File: src/rtl/sc_goalcontroller.sv
// Frogger goal-row sequencer: drives the comparator entry mask, tracks the left/right homes, emits home/dead/clear events.
// Latency: event pulse two cycles after SETTLE ends (arrival edge + SAMPLE_DELAY + 2); levelClear one cycle after frog leaves the row.
// Backpressure: none; stop forces IDLE on the next edge from any state, start is honoured only in IDLE.
//
// Ports:
//   SC_GOALCTRL_CLOCK_50 / SC_GOALCTRL_RESET_InHigh     clock, async active-high reset
//   SC_GOALCTRL_start_InHigh / SC_GOALCTRL_stop_InHigh  play control from the game-state controller
//   SC_GOALCTRL_frogAtTop_InHigh                        frog currently in the goal row (level)
//   SC_GOALCTRL_lose/enterLeft/enterRight_InLow         comparator results, sampled only in DECIDE
//   SC_GOALCTRL_entryBUS_Out                            registered wall/entry mask to the comparator
//   SC_GOALCTRL_homeFilled_Out                          [1]=left home, [0]=right home occupied
//   SC_GOALCTRL_frogHome/frogDead/levelClear_OutHigh    one-cycle event pulses
//   SC_GOALCTRL_level_Out / SC_GOALCTRL_busy_OutHigh    level counter, busy outside IDLE/ARMED
module sc_goalcontroller #(
  parameter int GOALCTRL_DATAWIDTH    = 8,
  parameter int GOALCTRL_SAMPLE_DELAY = 2,
  parameter int GOALCTRL_HOLD_CYCLES  = 4
) (
  input  logic                          SC_GOALCTRL_CLOCK_50,
  input  logic                          SC_GOALCTRL_RESET_InHigh,
  input  logic                          SC_GOALCTRL_start_InHigh,
  input  logic                          SC_GOALCTRL_stop_InHigh,
  input  logic                          SC_GOALCTRL_frogAtTop_InHigh,
  input  logic                          SC_GOALCTRL_lose_InLow,
  input  logic                          SC_GOALCTRL_enterLeft_InLow,
  input  logic                          SC_GOALCTRL_enterRight_InLow,
  output logic [GOALCTRL_DATAWIDTH-1:0] SC_GOALCTRL_entryBUS_Out,
  output logic [1:0]                    SC_GOALCTRL_homeFilled_Out,
  output logic                          SC_GOALCTRL_frogHome_OutHigh,
  output logic                          SC_GOALCTRL_frogDead_OutHigh,
  output logic                          SC_GOALCTRL_levelClear_OutHigh,
  output logic [3:0]                    SC_GOALCTRL_level_Out,
  output logic                          SC_GOALCTRL_busy_OutHigh
);

  localparam int CNT_MAX = (GOALCTRL_SAMPLE_DELAY > GOALCTRL_HOLD_CYCLES) ?
                           GOALCTRL_SAMPLE_DELAY : GOALCTRL_HOLD_CYCLES;
  localparam int CNT_W   = $clog2(CNT_MAX + 1);

  // Counters run down to zero, so a delay of N cycles loads N-1.
  localparam logic [CNT_W-1:0] SETTLE_LOAD = CNT_W'(GOALCTRL_SAMPLE_DELAY - 1);
  localparam logic [CNT_W-1:0] HOLD_LOAD   = CNT_W'(GOALCTRL_HOLD_CYCLES - 1);

  // Walls everywhere except the two home openings (bits 5 and 2).
  localparam logic [GOALCTRL_DATAWIDTH-1:0] BASE_MASK = GOALCTRL_DATAWIDTH'(8'b11011011);

  typedef enum logic [2:0] {
    IDLE, ARMED, SETTLE, DECIDE, RESULT, HOLD, WAIT_CLEAR, CLEAR
  } stateT;

  stateT                         state, stateNext;
  logic [CNT_W-1:0]              cnt, cntNext;
  logic [1:0]                    filledNext;
  logic [GOALCTRL_DATAWIDTH-1:0] entryNext;
  logic                          homeNext, deadNext, clearNext;
  logic [3:0]                    levelNext;

  // A filled home closes its opening so a second frog cannot enter it.
  function automatic logic [GOALCTRL_DATAWIDTH-1:0] maskFor(input logic [1:0] filled);
    logic [GOALCTRL_DATAWIDTH-1:0] m;
    m    = BASE_MASK;
    m[5] = m[5] | filled[1];
    m[2] = m[2] | filled[0];
    return m;
  endfunction

  always_ff @(posedge SC_GOALCTRL_CLOCK_50 or posedge SC_GOALCTRL_RESET_InHigh) begin
    if (SC_GOALCTRL_RESET_InHigh) state <= IDLE;
    else                          state <= stateNext;
  end

  always_comb begin
    stateNext  = state;
    cntNext    = cnt;
    filledNext = SC_GOALCTRL_homeFilled_Out;
    entryNext  = SC_GOALCTRL_entryBUS_Out;
    homeNext   = 1'b0;
    deadNext   = 1'b0;
    clearNext  = 1'b0;
    levelNext  = SC_GOALCTRL_level_Out;

    if (SC_GOALCTRL_stop_InHigh) begin
      stateNext  = IDLE;
      cntNext    = '0;
      filledNext = 2'b00;
      entryNext  = '0;
    end else begin
      case (state)
        IDLE: begin
          if (SC_GOALCTRL_start_InHigh) begin
            stateNext  = ARMED;
            filledNext = 2'b00;
            entryNext  = maskFor(2'b00);
          end
        end
        ARMED: begin
          if (SC_GOALCTRL_frogAtTop_InHigh) begin
            stateNext = SETTLE;
            cntNext   = SETTLE_LOAD;
          end
        end
        SETTLE: begin
          // Leaving the row aborts the attempt even on the last settle cycle.
          if (!SC_GOALCTRL_frogAtTop_InHigh) stateNext = ARMED;
          else if (cnt == '0)                stateNext = DECIDE;
          else                               cntNext   = cnt - 1'b1;
        end
        DECIDE: begin
          stateNext = RESULT;
          if (!SC_GOALCTRL_lose_InLow) begin
            deadNext = 1'b1;
          end else if (!SC_GOALCTRL_enterLeft_InLow && !SC_GOALCTRL_homeFilled_Out[1]) begin
            homeNext      = 1'b1;
            filledNext[1] = 1'b1;
          end else if (!SC_GOALCTRL_enterRight_InLow && !SC_GOALCTRL_homeFilled_Out[0]) begin
            homeNext      = 1'b1;
            filledNext[0] = 1'b1;
          end else begin
            deadNext = 1'b1;
          end
          entryNext = maskFor(filledNext);
        end
        RESULT: begin
          stateNext = HOLD;
          cntNext   = HOLD_LOAD;
        end
        HOLD: begin
          if (cnt == '0) stateNext = WAIT_CLEAR;
          else           cntNext   = cnt - 1'b1;
        end
        WAIT_CLEAR: begin
          if (!SC_GOALCTRL_frogAtTop_InHigh) begin
            if (SC_GOALCTRL_homeFilled_Out == 2'b11) begin
              // Clear side effects are registered on entry so they show during CLEAR.
              stateNext  = CLEAR;
              clearNext  = 1'b1;
              filledNext = 2'b00;
              entryNext  = maskFor(2'b00);
              levelNext  = SC_GOALCTRL_level_Out + 4'd1;
            end else begin
              stateNext = ARMED;
            end
          end
        end
        CLEAR:   stateNext = ARMED;
        default: stateNext = IDLE;
      endcase
    end
  end

  always_ff @(posedge SC_GOALCTRL_CLOCK_50 or posedge SC_GOALCTRL_RESET_InHigh) begin
    if (SC_GOALCTRL_RESET_InHigh) begin
      cnt                            <= '0;
      SC_GOALCTRL_entryBUS_Out       <= '0;
      SC_GOALCTRL_homeFilled_Out     <= 2'b00;
      SC_GOALCTRL_frogHome_OutHigh   <= 1'b0;
      SC_GOALCTRL_frogDead_OutHigh   <= 1'b0;
      SC_GOALCTRL_levelClear_OutHigh <= 1'b0;
      SC_GOALCTRL_level_Out          <= 4'd0;
    end else begin
      cnt                            <= cntNext;
      SC_GOALCTRL_entryBUS_Out       <= entryNext;
      SC_GOALCTRL_homeFilled_Out     <= filledNext;
      SC_GOALCTRL_frogHome_OutHigh   <= homeNext;
      SC_GOALCTRL_frogDead_OutHigh   <= deadNext;
      SC_GOALCTRL_levelClear_OutHigh <= clearNext;
      SC_GOALCTRL_level_Out          <= levelNext;
    end
  end

  assign SC_GOALCTRL_busy_OutHigh = (state != IDLE) && (state != ARMED);

endmodule
File: config.mk
export PLATFORM = sky130hd
export DESIGN_NAME = sc_goalcontroller
export DESIGN_NICKNAME = d
export VERILOG_FILES = /design/src/rtl/sc_goalcontroller.sv
export SDC_FILE = /design/constraint.sdc
export NUM_CORES = 1
export LEC_CHECK = 0
export ABC_AREA = 0
export CAP_MARGIN = 20
export CELL_PAD_IN_SITES_DETAIL_PLACEMENT = 0
export CELL_PAD_IN_SITES_GLOBAL_PLACEMENT = 1
export CORE_MARGIN = 3
export CORE_UTILIZATION = 39
export DETAILED_ROUTE_END_ITERATION = 16
export PLACE_DENSITY = 0.85
export SLEW_MARGIN = 20
export SYNTH_ARGS = -nofsm -noshare
export SYNTH_HDL_FRONTEND = slang
export SYNTH_SLANG_ARGS = --single-unit
File: constraint.sdc
create_clock -name SC_GOALCTRL_CLOCK_50 -period 2.85 [get_ports SC_GOALCTRL_CLOCK_50]
set_input_delay 0.57 -clock SC_GOALCTRL_CLOCK_50 [delete_from_list [all_inputs] [get_ports SC_GOALCTRL_CLOCK_50]]
set_output_delay 0.57 -clock SC_GOALCTRL_CLOCK_50 [all_outputs]
set_load 0.05 [all_outputs]
==> metrics.md <==
| Metric | Value |
|---|---|
| Status | `finished, final reports clean` |
| Final setup viols | `0` |
| Sw Ratio | `33.1%` |
| Delay of the slowest critical-path stage | `0.80 ns` |
| Yosys warns | `0` |
| Most common cell in the netlist | `dfrtp_1` |
| Length of the first detailed-routing pass in iterations | `4` |
| Post-synth EDFFs | `0` |
| Cell taking the most area after synthesis | `dfrtp_1` |
| Most used standard cells in the synthesized netlist | `dfrtp_1, buf_4, inv_1, a21oi_1` |
| Chip Width | `58.1 um` |
| Cell area after synthesis | `0.00106 mm2` |
| Dominant cells by area after synthesis | `dfrtp_1, buf_4, ha_1` |
| Total power density per cell area | `433 mW/mm2` |
| CTS H-tree depth | `1` |
| Sequential Power Share | `45.0%` |
| Net count after synthesis | `121` |
| Destination of the worst hold path | `SC_GOALCTRL_level_Out[3]` |
| Post-DR wirelength/cell | `14.4 um` |
| Layout Skew | `0.0130 ns` |
| Worst r2r src | `cnt[0]` |
| Total wirelength of the detailed-routed design | `2.27 mm` |
| Top cell family by delay on the critical path | `buffers and inverters` |
| Number of top-level pins | `26` |
| DR iter-0 viols | `18` |
| Combinational fraction of design power | `27.1%` |
| Critical path, cell by cell | `nor2_1 -> inv_1 -> clkdlybuf4s50_1` |
| DIE AREA | `0.00338 mm2` |
| Minimum setup slack among reg-to-reg paths | `1.03 ns` |
| Path category of the worst min-delay check | `register to register` |
| Skew-Pair Late Insertion Delay | `0.30 ns` |
| ANT nets after route | `0` |
| Internal power component | `373 uW` |
| Critical path required time | `2.28 ns` |
| Area of the core region | `0.00252 mm2` |
| Fraction of the cycle the final worst path needs | `85.8%` |
| Cell depth of the worst min-delay path | `1` |
| TritonCTS clock tree | `done` |
| Hold_buf cts | `0` |
| Synthesized instance count | `110` |
| Net switching power of the design | `185 uW` |
| Vert. Die Dim | `58.1 um` |
| RR Endpoint | `cnt[1]` |
| Clock transition at the registers of the reported paths | `0.09 ns` |
| Average size of a mapped cell | `9.63 um2` |
| Share of flip-flops with an asynchronous set or reset after synthesis | `100%` |
| RePlAce Congestion | `0.798` |
| Worst path arrival time | `1.88 ns` |
| Detailed-route DRC error count | `0` |
| Residual overflow from global routing | `0` |
| Standard cell area after detailed placement | `0.00125 mm2` |
| Final-stage net count | `139` |
| Core Util, Final | `51.0%` |
| Setup repair after global routing missed its margin | `false` |
| Area added between synthesis and finish | `21.5%` |
| Clock Sinks | `16` |
| Sequential cell area fraction in the yosys report | `37.8%` |
| Critical Path Source Type | `register` |
| Maximum Capacitance Violations | `0` |
| Post-Layout Inst Area | `0.00129 mm2` |
| Capturing element type of the critical path | `primary output` |
| Worst-path cell with the longest stage delay | `clkdlybuf4s50_1` |
| Synth top area share | `37.8%` |
| Setup TNS | `0 ns` |
| Via count | `876` |
| PostCTS Resize Cnt | `0` |
| Vias in the first global route | `862` |
| Normalized max-slew margin | `57.8%` |
| Wire length of the first global-routing pass | `3.92 mm` |
| Most instantiated flip-flop cell in the synthesis netlist | `dfrtp_1` |
| Setup fix buffers added after clock tree synthesis | `0` |
| Root buffer selected by CTS | `clkbuf_4` |
| Final number of max-transition violations | `0` |
| Maximum number of pins on one net before global-route repair | `20` |
| Highest net fanout along the worst path | `14` |
| Per-cell via count in the routed design | `5.58` |
| Max Buffers Root-to-Sink | `2` |
| Lkg Pwr | `0.543 nW` |
| Synth Register Bits | `16` |
| Hold Slack | `0.475 ns` |
| Slew @ Worst Pin | `0.632 ns` |
| Floorplan row count | `18` |
| Clock buffer count from CTS | `3` |
| Initial Util | `42.0%` |
| Detailed placement HPWL | `1.67 mm` |
| Critical path buffer and inverter count | `2` |
| Number of cells traversed by the worst register-to-register path | `6` |
| Diodes inserted | `0` |
| Number of antenna violations at the first check in global routing | `0` |
| Share of post-route cells with drive strength above 1 | `9.45%` |
| Final min period | `2.45 ns` |
| Netlist cell types | `41` |
| Total routing resource utilization after global routing | `15.3%` |
| Achievable clock frequency | `409 MHz` |
| WS Path Type | `register to primary output` |
| Fin. Hold Viols | `0` |
| Worst vdd rail ir drop | `0.310 mV` |
| Min-delay src | `SC_GOALCTRL_level_Out[3]` |
| Clock network fraction of total power | `27.9%` |
| Number of input and output port buffers inserted | `25` |
==> final cells by class <==
cell class / instances / area (um2)
clock buffer: 4 / 36.3
fill: 251 / 1230
inverter: 8 / 30.0
multi-input combinational: 73 / 526
sequential: 16 / 400
tap: 30 / 37.5
timing repair buffer: 26 / 258
==> cell families (layout without fill, tap and decap cells) <==
logic type	count (synthesis)	in the layout	synth area share, %
mux	2	2	2.12
compound gates	26	26	16.5
buf+inv	21	38	12.6
simple gates	39	39	24.9
xor+xnor	3	3	2.48
fa+ha+maj	3	3	3.54
flops	16	16	37.8
==> flip-flops by register name, summed over array words and instances, names as in the netlist <==
signal and cells:
SC_GOALCTRL_level_Out 4, SC_GOALCTRL_entryBUS_Out 3, cnt 3, state 3, SC_GOALCTRL_frogDead_OutHigh 1, SC_GOALCTRL_frogHome_OutHigh 1, SC_GOALCTRL_levelClear_OutHigh 1
==> cells in the final DEF, fill, tap and decap left out, drive strengths merged, types with 2 or more instances in the layout <==
cell,Yosys,routed
a21oi,7,7
a31oi,3,3
clkbuf,0,4
clkdlybuf4s50,0,25
dfrtp,16,16
ha,3,3
inv,8,8
mux2,2,2
nand2,6,6
nand2b,3,3
nand3,3,3
nand3b,2,2
nor2,6,6
nor3,3,3
nor4b,4,4
o21ai,3,3
o22ai,3,3
o32ai,2,2
or3,2,2
or4,2,2
xnor2,2,2
==> power groups by stage <==
stage               sequential [mW]  combinational (mW)  clock (mW)
floorplan                     0.255               0.118           0
global placement              0.255               0.149           0
detailed placement            0.256               0.151           0
CTS                           0.251               0.152       0.160
global route                  0.254               0.164       0.175
finish                        0.251               0.151       0.156
==> routing by layer <==
| metal | GRT usage (%) | up-vias | wire [um] |
|---|---|---|---|
| met5 | 0 | - | 0 |
| li1 | - | 425 | - |
| met3 | 5.35 | 2 | 129 |
| met2 | 25.8 | 25 | 1130 |
| met1 | 18.4 | 424 | 994 |
| met4 | 3.97 | 0 | 15 |
==> worst max path at each step <==
stage / depth (start not counted) / slack (ns) / from / end
after floorplan: 3 / 1.10 / SC_GOALCTRL_entryBUS_Out[5] / SC_GOALCTRL_level_Out[1]
after global placement: 4 / 0.65 / SC_GOALCTRL_frogAtTop_InHigh / cnt[1]
after detailed placement: 4 / 0.59 / SC_GOALCTRL_frogAtTop_InHigh / cnt[1]
after CTS: 3 / 0.41 / state[1] / SC_GOALCTRL_busy_OutHigh
after global routing: 3 / 0.31 / state[1] / SC_GOALCTRL_busy_OutHigh
final: 3 / 0.40 / state[1] / SC_GOALCTRL_busy_OutHigh
==> stage by stage <==
step,std cells,setup slack (ns),power [mW]
after CTS,157,0.408,0.563
after floorplan,110,1.10,0.373
after global routing,157,0.312,0.593
after detailed placement,153,0.589,0.406
final,157,0.404,0.558
after global placement,153,0.646,0.404
No activity file was read; power rests on OpenSTA's default activity.
